[src/rtl/ebus_xfer_pkg.sv]
// Shared EBUS definitions: bus widths, function codes, sequencer states and request payload.
package ebus_xfer_pkg;

    localparam int unsigned EBUS_CS_WIDTH   = 7;
    localparam int unsigned EBUS_FUNC_WIDTH = 3;
    localparam int unsigned EBUS_DATA_WIDTH = 36;
    localparam int unsigned EBUS_TMO_WIDTH  = 8;

    localparam logic [EBUS_FUNC_WIDTH-1:0] EBUS_FUNC_WRITE    = 3'o0;
    localparam logic [EBUS_FUNC_WIDTH-1:0] EBUS_FUNC_READ     = 3'o1;
    localparam logic [EBUS_FUNC_WIDTH-1:0] EBUS_FUNC_PI_SERVE = 3'o4;

    typedef enum logic [2:0] {
        ST_IDLE,
        ST_ARB,
        ST_SETUP,
        ST_DEMAND,
        ST_HOLD,
        ST_RELEASE,
        ST_GAP
    } ebus_xfer_state_t;

    typedef struct packed {
        logic                       write;
        logic [0:EBUS_CS_WIDTH-1]   cs;
        logic [0:EBUS_FUNC_WIDTH-1] func;
        logic [0:EBUS_DATA_WIDTH-1] data;
    } ebus_req_t;

endpackage

[src/rtl/ebus_xfer_timeout.sv]
// Demand-phase watchdog: 8-bit cycle counter that flags the last permitted DEMAND cycle.
module ebus_xfer_timeout
    import ebus_xfer_pkg::*;
#(
    parameter int unsigned TIMEOUT = 63
) (
    input  logic clk,
    input  logic rst_n,
    input  logic clear,
    input  logic enable,
    output logic expired_c
);

    logic [EBUS_TMO_WIDTH-1:0] count_q;

    always_ff @(posedge clk) begin
        if (!rst_n) begin
            count_q <= '0;
        end else if (clear) begin
            count_q <= '0;
        end else if (enable) begin
            count_q <= count_q + EBUS_TMO_WIDTH'(1);
        end
    end

    // count_q holds the number of DEMAND cycles already spent, so this is the TIMEOUT-th one
    assign expired_c = enable && (count_q == EBUS_TMO_WIDTH'(TIMEOUT - 1));

endmodule

[src/rtl/ebus_xfer.sv]
// EBUS transaction sequencer: turns single-word diagnostic requests into
// arbitrated, timed EBUS cycles with demand/transfer handshake and timeout.
module ebus_xfer
    import ebus_xfer_pkg::*;
#(
    parameter int unsigned TIMEOUT = 63,
    parameter int unsigned GAP     = 1
) (
    input  logic                       eboxClk,
    input  logic                       eboxResetN,
    input  logic                       reqValid,
    output logic                       reqReady,
    input  logic                       reqWrite,
    input  logic [0:EBUS_CS_WIDTH-1]   reqCS,
    input  logic [0:EBUS_FUNC_WIDTH-1] reqFunc,
    input  logic [0:EBUS_DATA_WIDTH-1] reqData,
    output logic                       respValid,
    output logic [0:EBUS_DATA_WIDTH-1] respData,
    output logic                       respTimeout,
    output logic                       ebusReq,
    input  logic                       ebusGrant,
    output logic [0:EBUS_CS_WIDTH-1]   ebusCS,
    output logic [0:EBUS_FUNC_WIDTH-1] ebusFunc,
    output logic                       ebusDemand,
    output logic [0:EBUS_DATA_WIDTH-1] ebusDataOut,
    output logic                       ebusDataOutEn,
    input  logic                       ebusXfer,
    input  logic [0:EBUS_DATA_WIDTH-1] ebusData
);

    localparam int unsigned GAP_W = (GAP > 1) ? $clog2(GAP + 1) : 1;

    ebus_xfer_state_t           state_q, state_d;
    ebus_req_t                  req_q, req_d;
    logic                       tmo_flag_q, tmo_flag_d;
    logic [GAP_W-1:0]           gap_cnt_q, gap_cnt_d;
    logic [0:EBUS_DATA_WIDTH-1] resp_data_d;
    logic                       ready_d;
    logic                       bus_req_d;
    logic                       drive_d;
    logic                       demand_d;
    logic                       tmo_expired_c;

    ebus_xfer_timeout #(
        .TIMEOUT (TIMEOUT)
    ) u_timeout (
        .clk       (eboxClk),
        .rst_n     (eboxResetN),
        .clear     (state_q == ST_SETUP),
        .enable    (state_q == ST_DEMAND),
        .expired_c (tmo_expired_c)
    );

    // Completion must appear in the same RELEASE cycle that sees ebusXfer low,
    // so these two are decoded directly; reset suppresses a pending completion.
    assign respValid   = (state_q == ST_RELEASE) && !ebusXfer && eboxResetN;
    assign respTimeout = respValid && tmo_flag_q;

    // Next state, latched request, and next values of the registered bus outputs
    always_comb begin
        state_d     = state_q;
        req_d       = req_q;
        tmo_flag_d  = tmo_flag_q;
        gap_cnt_d   = gap_cnt_q;
        resp_data_d = respData;
        ready_d     = 1'b0;
        bus_req_d   = 1'b0;
        drive_d     = 1'b0;
        demand_d    = 1'b0;

        unique case (state_q)
            ST_IDLE: begin
                if (reqValid && reqReady) begin
                    req_d      = '{write: reqWrite, cs: reqCS, func: reqFunc, data: reqData};
                    tmo_flag_d = 1'b0;
                    state_d    = ST_ARB;
                end
            end
            ST_ARB: begin
                if (ebusGrant) begin
                    state_d = ST_SETUP;
                end
            end
            ST_SETUP: begin
                state_d = ST_DEMAND;
            end
            ST_DEMAND: begin
                if (ebusXfer) begin
                    if (!req_q.write) begin
                        resp_data_d = ebusData;
                    end
                    state_d = ST_HOLD;
                end else if (tmo_expired_c) begin
                    tmo_flag_d = 1'b1;
                    state_d    = ST_RELEASE;
                end
            end
            ST_HOLD: begin
                state_d = ST_RELEASE;
            end
            ST_RELEASE: begin
                if (!ebusXfer) begin
                    gap_cnt_d = '0;
                    state_d   = (GAP == 0) ? ST_IDLE : ST_GAP;
                end
            end
            ST_GAP: begin
                if (gap_cnt_q == GAP_W'(GAP - 1)) begin
                    state_d = ST_IDLE;
                end else begin
                    gap_cnt_d = gap_cnt_q + GAP_W'(1);
                end
            end
            default: begin
                state_d = ST_IDLE;
            end
        endcase

        ready_d   = (state_d == ST_IDLE);
        bus_req_d = state_d inside {ST_ARB, ST_SETUP, ST_DEMAND, ST_HOLD, ST_RELEASE};
        drive_d   = state_d inside {ST_SETUP, ST_DEMAND, ST_HOLD, ST_RELEASE};
        demand_d  = state_d inside {ST_DEMAND, ST_HOLD};
    end

    // State and registered outputs; bus outputs follow the state they belong to
    always_ff @(posedge eboxClk) begin
        if (!eboxResetN) begin
            state_q       <= ST_IDLE;
            req_q         <= '0;
            tmo_flag_q    <= 1'b0;
            gap_cnt_q     <= '0;
            reqReady      <= 1'b1;
            respData      <= '0;
            ebusReq       <= 1'b0;
            ebusCS        <= '0;
            ebusFunc      <= '0;
            ebusDemand    <= 1'b0;
            ebusDataOut   <= '0;
            ebusDataOutEn <= 1'b0;
        end else begin
            state_q       <= state_d;
            req_q         <= req_d;
            tmo_flag_q    <= tmo_flag_d;
            gap_cnt_q     <= gap_cnt_d;
            reqReady      <= ready_d;
            respData      <= resp_data_d;
            ebusReq       <= bus_req_d;
            ebusCS        <= drive_d ? req_d.cs : '0;
            ebusFunc      <= drive_d ? req_d.func : '0;
            ebusDemand    <= demand_d;
            ebusDataOut   <= (drive_d && req_d.write) ? req_d.data : '0;
            ebusDataOutEn <= drive_d && req_d.write;
        end
    end

endmodule
[config.mk]
export PLATFORM = sky130hd
export DESIGN_NAME = ebus_xfer
export DESIGN_NICKNAME = d
export VERILOG_FILES = /design/src/rtl/ebus_xfer_pkg.sv /design/src/rtl/ebus_xfer_timeout.sv /design/src/rtl/ebus_xfer.sv
export SDC_FILE = /design/constraint.sdc
export NUM_CORES = 1
export LEC_CHECK = 0
export BUFFER_PORTS_ARGS = -buffer_cell sky130_fd_sc_hd__buf_2
export CORE_MARGIN = 4
export CORE_UTILIZATION = 49
export CTS_CLUSTER_DIAMETER = 40
export DETAILED_ROUTE_END_ITERATION = 8
export PLACE_DENSITY = 0.79
export SYNTH_ARGS = -nofsm -noshare
export SYNTH_HDL_FRONTEND = slang
export SYNTH_SLANG_ARGS = --single-unit
[constraint.sdc]
create_clock -name eboxClk -period 2.28 [get_ports eboxClk]
set_clock_uncertainty 0.2 [all_clocks]
set_input_delay 0.342 -clock eboxClk [delete_from_list [all_inputs] [get_ports eboxClk]]
set_output_delay 0.342 -clock eboxClk [all_outputs]
set_load 0.02 [all_outputs]
==> results of run 1 <==
-- worst paths after layout --
kind / slack [ns] / cells after the start / to
max: 0.11 / 5 / respTimeout
min: 0.05 / 3 / ebusDemand$_SDFF_PN0_
max reg2reg: 0.17 / 5 / ebusDataOut[18]$_SDFF_PN0_
min reg2reg: 0.26 / 2 / respData[20]$_SDFFE_PN0P_
-- cell families after synthesis --
family | share of synthesized area [%]
buffers and inverters | 3.79
AND/OR/NAND/NOR | 20.5
AO/OA/AOI/OAI | 7.62
XOR/XNOR | 0.866
adder cells (fa/ha/maj) | 0.495
flip-flops | 57.4
multiplexers | 9.31
-- Yosys cell counts, drive strengths merged --
| cell | count |
|---|---|
| a211oi | 1 |
| a21boi | 38 |
| a21oi | 6 |
| and2 | 3 |
| and3 | 2 |
| and3b | 1 |
| and4 | 1 |
| and4b | 1 |
| buf | 19 |
| clkbuf | 14 |
| dfxtp | 145 |
| ha | 2 |
| inv | 3 |
| mux2i | 47 |
| nand2 | 81 |
| nand2b | 3 |
| nand3 | 1 |
| nand3b | 1 |
| nand4 | 3 |
| nor2 | 48 |
| nor2b | 64 |
| nor3 | 2 |
| o21ai | 6 |
| o21bai | 2 |
| o31a | 1 |
| o32ai | 1 |
| or2 | 1 |
| or3 | 2 |
| or3b | 1 |
| xnor2 | 1 |
| xor2 | 4 |
-- tightest hold or removal path, delay by kind of cell --
| family | cells | cell delay, ns |
|---|---|---|
| AND/OR/NAND/NOR | 1 | 0.12 |
| buffers and inverters | 1 | 0.16 |
| AO/OA/AOI/OAI | 1 | 0.09 |
-- power by group through the flow --
stage	clock (mW)	combinational (mW)	sequential (mW)
final	2.59	0.854	2.73
after global placement	0	0.706	2.78
after global routing	2.74	0.930	2.75
after CTS	2.64	0.842	2.73
after floorplan	0	0.490	2.81
after detailed placement	0	0.725	2.79
-- what timing repair did --
| item | 4_1_cts | 5_1_grt |
|---|---|---|
| setup buffers | 0 | 1 |
| gates resized for setup | 2 | 7 |
| hold buffers | 84 | 0 |
| endpoints found under the hold margin | 120 | 0 |
| endpoints found under the setup margin | 2 | 2 |
| pin swaps | 0 | 1 |
| gates cloned | 0 | 0 |
-- sequential cells by signal (all words and copies together) (netlist names), 3 cells and up --
| name | cells |
|---|---|
| respData | 36 |
| ebusCS | 7 |
| ebusFunc | 3 |
| ebusDataOut | 36 |
| state_q | 3 |
| u_timeout.count_q | 8 |
| req_q | 47 |
-- per-stage QoR --
stage | setup slack (ns) | area (µm²)
after global placement | 0.326 | 6010
after detailed placement | 0.252 | 6010
after global routing | 0.0326 | 7450
after floorplan | 0.338 | 5050
final | 0.107 | 7450
after CTS | 0.00260 | 7420
-- final cells by class --
type                            instances  area [µm²]  share of cell area, %
Tap cell                              133         166                   2.23
Inverter                                3        11.3                  0.151
Clock buffer                           19         422                   5.66
Antenna cell                            1        2.50                 0.0336
Multi-Input combinational cell        324        1980                   26.6
Clock inverter                         13         138                   1.85
Sequential cell                       145        2910                   39.0
Timing Repair Buffer                  269        1820                   24.5
-- routing by layer --
layer | vias up | global-route usage (%) | wire (µm)
met4 | 0 | 11.1 | 494
met5 | - | 0 | 0
met3 | 38 | 6.64 | 761
met1 | 1993 | 23.4 | 5150
li1 | 2145 | - | -
met2 | 143 | 38.3 | 6570
==> metrics.md, run 1 <==
| Metric | Value |
|---|---|
| Hold_sp | `ebusXfer` |
| Core Region | `9910 µm²` |
| Normalized max-slew margin | `56.5%` |
| Total CTS buffers | `17` |
| Fin. Hold Viols | `0` |
| Vias/cell | `between 4 and 5` |
| Initial DRC count | `between 150 and 200` |
| Post-synth top area share | `57.4%` |
| DR WL/cell | `between 10 and 15 µm` |
| Worst EP arrival | `1.63 ns` |
| Placed insts | `roughly 790` |
| Synthesized net count | `595` |
| Post-synthesis cell type count | `34` |
| Sink Count | `145` |
| Switching Fraction | `24.4%` |
| CTS clk-pin slew, worst paths | `0.06 ns` |
| First-pass GRT wire length | `20400 µm` |
| Design Power | `6.17 mW` |
| H-tree lvl count | `4` |
| Dpl hpwl | `between 7000 and 8000 µm` |
| Die H | `110 µm` |
| Clock Latency Late Sink | `0.51 ns` |
| Minimum clock period | `2.17 ns` |
| Tot GR Track Use | `a little over a fifth` |
| Total number of vias | `4319` |
| Final Max Slew Viols | `0` |
| Sequential share of power | `44.3%` |
| Vias in the first global route | `4459` |
| Largest cells by area after synthesis | `dfxtp_1, mux2i_1, nor2b_1` |
| Die width | `110 µm` |
| LEAKAGE | `3.26 nW` |
| Most used cell, CP | `buf_4` |
| CP max-delay cell | `dfxtp_4` |
| Largest net degree at the start of global routing | `54` |
| Ys Warns | `0` |
| Gp weighted congestion | `0.740` |
| Largest area contributor in the netlist | `dfxtp_1` |
| Clk pwr share | `41.9%` |
| Antenna-violating nets left | `0` |
| Period utilization | `95.3%` |
| Critical Path Sink Type | `primary output` |
| PwrDens | `829 nW/µm²` |
| Cell count after synthesis | `505` |
| Worst hold path class | `input pin to flop` |
| Area growth syn-to-layout | `47.4%` |
| Setup violations, final | `0` |
| Final Instance Count excl. Fillers | `907` |
| Layout cells sized above 1 | `29.0%` |
| Critical path class | `flop to primary output` |
| Peak fanout along the critical path | `6` |
| Crit path required time | `1.74 ns` |
| Post-synthesis sequential area ratio | `57.4%` |
| Sw Pwr | `1.51 mW` |
| Mapped Area | `slightly above 5000 µm²` |
| Post-Route Utilization | `approximately 75%` |
| Worst Setup Start Kind | `flop` |
| Io pins | `~180` |
| IO buf count | `175` |
| Final Net Count | `850` |
| Syn Area/Cell | `10.0 µm²` |
| Layout filler cell count | `~630` |
| Comb power frac | `13.8%` |
| Delay-heaviest family, CP | `simple AND/OR/NAND/NOR gates` |
| Clock buffer depth | `2` |
| Max IR drop VDD | `slightly above 0.0006 V` |
| Most common cell after layout, fill and taps aside | `buf_2` |
| GRT Residual Overflow | `0` |
| Crit-path cells | `buf_4 -> nand2_2 -> nor3_4 -> and3_4 -> buf_4` |
| Starting Density | `approximately half` |
| Drt drc | `0` |
| Critical Path Start | `state_q[2]$_SDFF_PN0_` |
| Number of synthesized register bits | `145` |
| Least-Margin Pin Slew | `0.652 ns` |
| WL final | `approximately 13000 µm` |
| Initial antenna violation count | `0` |
| Unrepaired setup endpoints after global routing | `false` |
| Hold_ws | `0.0524 ns` |
| Pint | `4.66 mW` |
| Root buffer cell | `clkbuf_8` |
| Num rows | `36` |
| Detailed Routing Iterations Pass 1 | `4` |
| Launching point of the worst reg2reg path | `state_q[1]$_SDFF_PN0_` |
| Most frequent cells in the layout | `buf_2, dfxtp_1, dlygate4sd3_1` |
| Number of max-cap violations | `0` |
| CTS tree | `built` |
| Setup TNS | `0 ns` |
| Buf/Inv on CP | `2` |
| Total die area | `12000 µm²` |
| Fmax | `460 MHz` |
| Outcome | `complete, no violations` |
| CP max stage delay | `0.36 ns` |
No activity file was read; power rests on OpenSTA's default activity.
==> run 2, diff against run 1 <==
ABC_AREA = 1   (was default)
CAP_MARGIN = 40   (was default)
==> metrics.md, run 2 <==
| Metric | Value |
|---|---|
| Outcome | `complete, no violations` |
| Largest net degree at the start of global routing | `39 (-28%)` |
| Switching Fraction | `26.5% (+2.0 points)` |
| Gp weighted congestion | `0.805 (+8.8%)` |
| Die H | `108 µm (-1.6%)` |
| Sequential share of power | `43.4% (-0.9 points)` |
| Total number of vias | `4808 (+11%)` |
| Final Max Slew Viols | `0 (unchanged)` |
| R2r setup slk | `0.17 ns (about the same)` |
| Initial DRC count | `200 (+4.7%)` |
| Hold_sp | `eboxResetN` |
| WL final | `14800 µm (+14%)` |
| Register-to-Register Path Depth | `8 (+3)` |
| Critical path class | `flop to primary output` |
| Crit path required time | `1.74 ns (about the same)` |
| Ys flop type | `dfxtp_1` |
| Detailed Routing Iterations Pass 1 | `5 (+1)` |
| Post-synth top area share | `59.4% (+2.0 points)` |
| Diodes inserted | `0 (-1)` |
| Io pins | `176 (unchanged)` |
| Number of max-cap violations | `0 (unchanged)` |
| Most common cell after layout, fill and taps aside | `nor2_1` |
| Layout cells sized above 1 | `27.8% (-1.2 points)` |
| Root buffer cell | `clkbuf_8` |
| Setup TNS | `0 ns (unchanged)` |
| Comb power frac | `15.9% (+2.1 points)` |
| Number of synthesized register bits | `145 (unchanged)` |
| DR WL/cell | `15.5 µm (+8.5%)` |
| Vias in the first global route | `5008 (+12%)` |
| Setup Buffers After CTS | `0 (unchanged)` |
| Number of flip-flops in the largest register | `47 (unchanged)` |
| Max IR drop VDD | `0.000625 V (+2.4%)` |
| Launching point of the worst reg2reg path | `state_q[1]$_SDFF_PN0_` |
| Minimum clock period | `2.16 ns (-0.0119 ns)` |
| Total CTS buffers | `17 (unchanged)` |
| Syn Area/Cell | `8.77 µm² (-12%)` |
| Num rows | `36 (unchanged)` |
| Period utilization | `94.8% (-0.52 points)` |
| Largest regs | `req_q x47, ebusDataOut x36, respData x36` |
| Ys Warns | `0 (unchanged)` |
| Register Area | `2910 µm² (about the same)` |
| Top cells by count, synth | `nor2_1, dfxtp_1, o21ai_0` |
| Clock buffer depth | `2 (unchanged)` |
| Peak fanout along the critical path | `7 (+1)` |
| Clk pwr share | `40.7% (-1.2 points)` |
| Total die area | `11600 µm² (-3.1%)` |
| Fmax | `463 MHz (+0.55%)` |
| Die width | `108 µm (-1.6%)` |
| Starting Density | `50.2% (-0.82 points)` |
| Dpl hpwl | `8380 µm (+7.1%)` |
| Final Net Count | `902 (+6.1%)` |
| GRT Residual Overflow | `0 (unchanged)` |
| Synthesized net count | `647 (+8.7%)` |
| Layout filler cell count | `618 (-1.1%)` |
| Antenna-violating nets left | `0 (unchanged)` |
| Post-synthesis sequential area ratio | `59.4% (+2.0 points)` |
| Hold EP | `respData[24]$_SDFFE_PN0P_` |
| Least-Margin Pin Slew | `0.613 ns (-0.0395 ns)` |
| Initial antenna violation count | `0 (unchanged)` |
| Critical Path Sink Type | `primary output` |
| First-pass GRT wire length | `23400 µm (+15%)` |
| Worst hold path class | `input pin to flop` |
| Pint | `4.73 mW (+1.4%)` |
| Post-synthesis cell type count | `27 (-21%)` |
| Largest cells by area after synthesis | `dfxtp_1, nor2_1, mux2i_1` |
| Mapped Area | `4880 µm² (-3.4%)` |
| Hold depth | `3 (unchanged)` |
| CTS tree | `built` |
| Vias/cell | `5.03 (+5.6%)` |
| Hold_ws | `0.0370 ns (-0.0154 ns)` |
| Multi-input logic area | `1740 µm² (-12%)` |
| Area growth syn-to-layout | `48.0%` |
| Fin. Hold Viols | `0 (unchanged)` |
| LEAKAGE | `3.60 nW (+10%)` |
| Share of synthesized registers carrying an async set or reset | `0% (unchanged)` |
| EDFF count, synth | `0 (unchanged)` |
| CTS clk-pin slew, worst paths | `0.06 ns (about the same)` |
| Clock Latency Late Sink | `0.50 ns (about the same)` |
| Most frequent cells in the layout | `nor2_1, buf_2, dfxtp_1` |
| H-tree lvl count | `4 (unchanged)` |
| IO buf count | `175 (unchanged)` |
| Setup violations, final | `0 (unchanged)` |
| Worst EP arrival | `1.62 ns (about the same)` |
| Top reg by flops | `req_q` |
| Cell count after synthesis | `557 (+10%)` |
| Normalized max-slew margin | `59.1% (+2.6 points)` |
| Core Region | `9730 µm² (-1.8%)` |
| Sw Pwr | `1.70 mW (+13%)` |
| Tot GR Track Use | `25.9% (+4.2 points)` |
| Worst Setup Start Kind | `flop` |
| Sink Count | `145 (unchanged)` |
| Top-count cell post-synth | `nor2_1` |
| Largest area contributor in the netlist | `dfxtp_1` |
| Drt drc | `0 (unchanged)` |
| PwrDens | `890 nW/µm² (+7.4%)` |
| Unrepaired setup endpoints after global routing | `false` |
| R2r endpoint | `ebusDataOut[25]$_SDFF_PN0_` |
==> run 2: changes by cell type after synthesis, sizes merged, moves of 5 or more <==
cell    delta
a21boi    -38
nor2     +157
nand2     -45
nand3     +12
mux2i     -11
inv       +28
buf        -5
nor2b     -64
o21ai     +37
==> run 2: timing repair <==
action,in CTS,in global routing
gates cloned,0,0
hold buffers,81,0
endpoints found under the hold margin,118,0
gates resized for setup,2,1
endpoints found under the setup margin,1,1
==> run 2: worst max-delay path, stage by stage (launching register included) <==
cell,delay [ns]
dfxtp_2,0.42
nand4_2,0.25
nor3b_2,0.25
buf_2,0.20
==> run 2: cells by family after synthesis <==
logic type	count (synthesis)	share of synthesized area (%)
flops	145	59.4
fa+ha+maj	2	0.512
xor+xnor	1	0.179
simple gates	264	21.9
compound gates	52	5.41
mux	36	7.38
buf+inv	57	5.23
==> run 2: area by class of cell <==
class                           instances  share of cell area (%)
Multi-Input combinational cell        355                    24.0
Sequential cell                       145                    40.2
Inverter                               31                    1.61
Tap cell                              133                    2.30
Timing Repair Buffer                  262                    24.1
Clock buffer                           19                    5.97
Clock inverter                         11                    1.80
==> run 2: power by group through the flow <==
stage,logic [mW],clock network (mW),registers (mW)
2_1_floorplan,0.558,0,2.89
3_3_place_gp,0.844,0,2.83
3_5_place_dp,0.870,0,2.84
4_1_cts,0.989,2.65,2.79
5_1_grt,1.12,2.76,2.81
6_report,1.02,2.62,2.79
==> run 2: how the worst max path moves through the flow <==
stage / start / end / slack (ns) / depth (start not counted)
finish: state_q[2]$_SDFF_PN0_ / respTimeout / 0.12 / 3
global route: state_q[1]$_SDFF_PN0_ / respTimeout / 0.005 / 4
CTS: state_q[2]$_SDFF_PN0_ / respTimeout / 0.03 / 3
detailed placement: state_q[0]$_SDFF_PN0_ / ebusDataOut[20]$_SDFF_PN0_ / 0.25 / 8
global placement: state_q[0]$_SDFF_PN0_ / ebusDataOut[12]$_SDFF_PN0_ / 0.39 / 8
floorplan: eboxResetN / respTimeout / 0.46 / 3
==> run 2: per-layer routing <==
layer	vias to the layer above	track usage, %	wire length [µm]
met4	0	14.1	652
met1	2229	26.8	5320
li1	2266	-	-
met2	257	46.4	7710
met5	-	0	0
met3	56	7.80	1160
==> run 2: through the flow <==
stage	utilization (%)	total power [mW]	instance area, µm²	std cells	setup WS (ns)
after floorplan	-	3.44	4880	557	0.463
after global placement	60.1	3.68	5850	845	0.386
after detailed placement	60.1	3.71	5850	845	0.253
after CTS	74.3	6.43	7220	956	0.0297
after global routing	74.3	6.69	7230	956	0.00460
final	74.3	6.44	7230	956	0.119
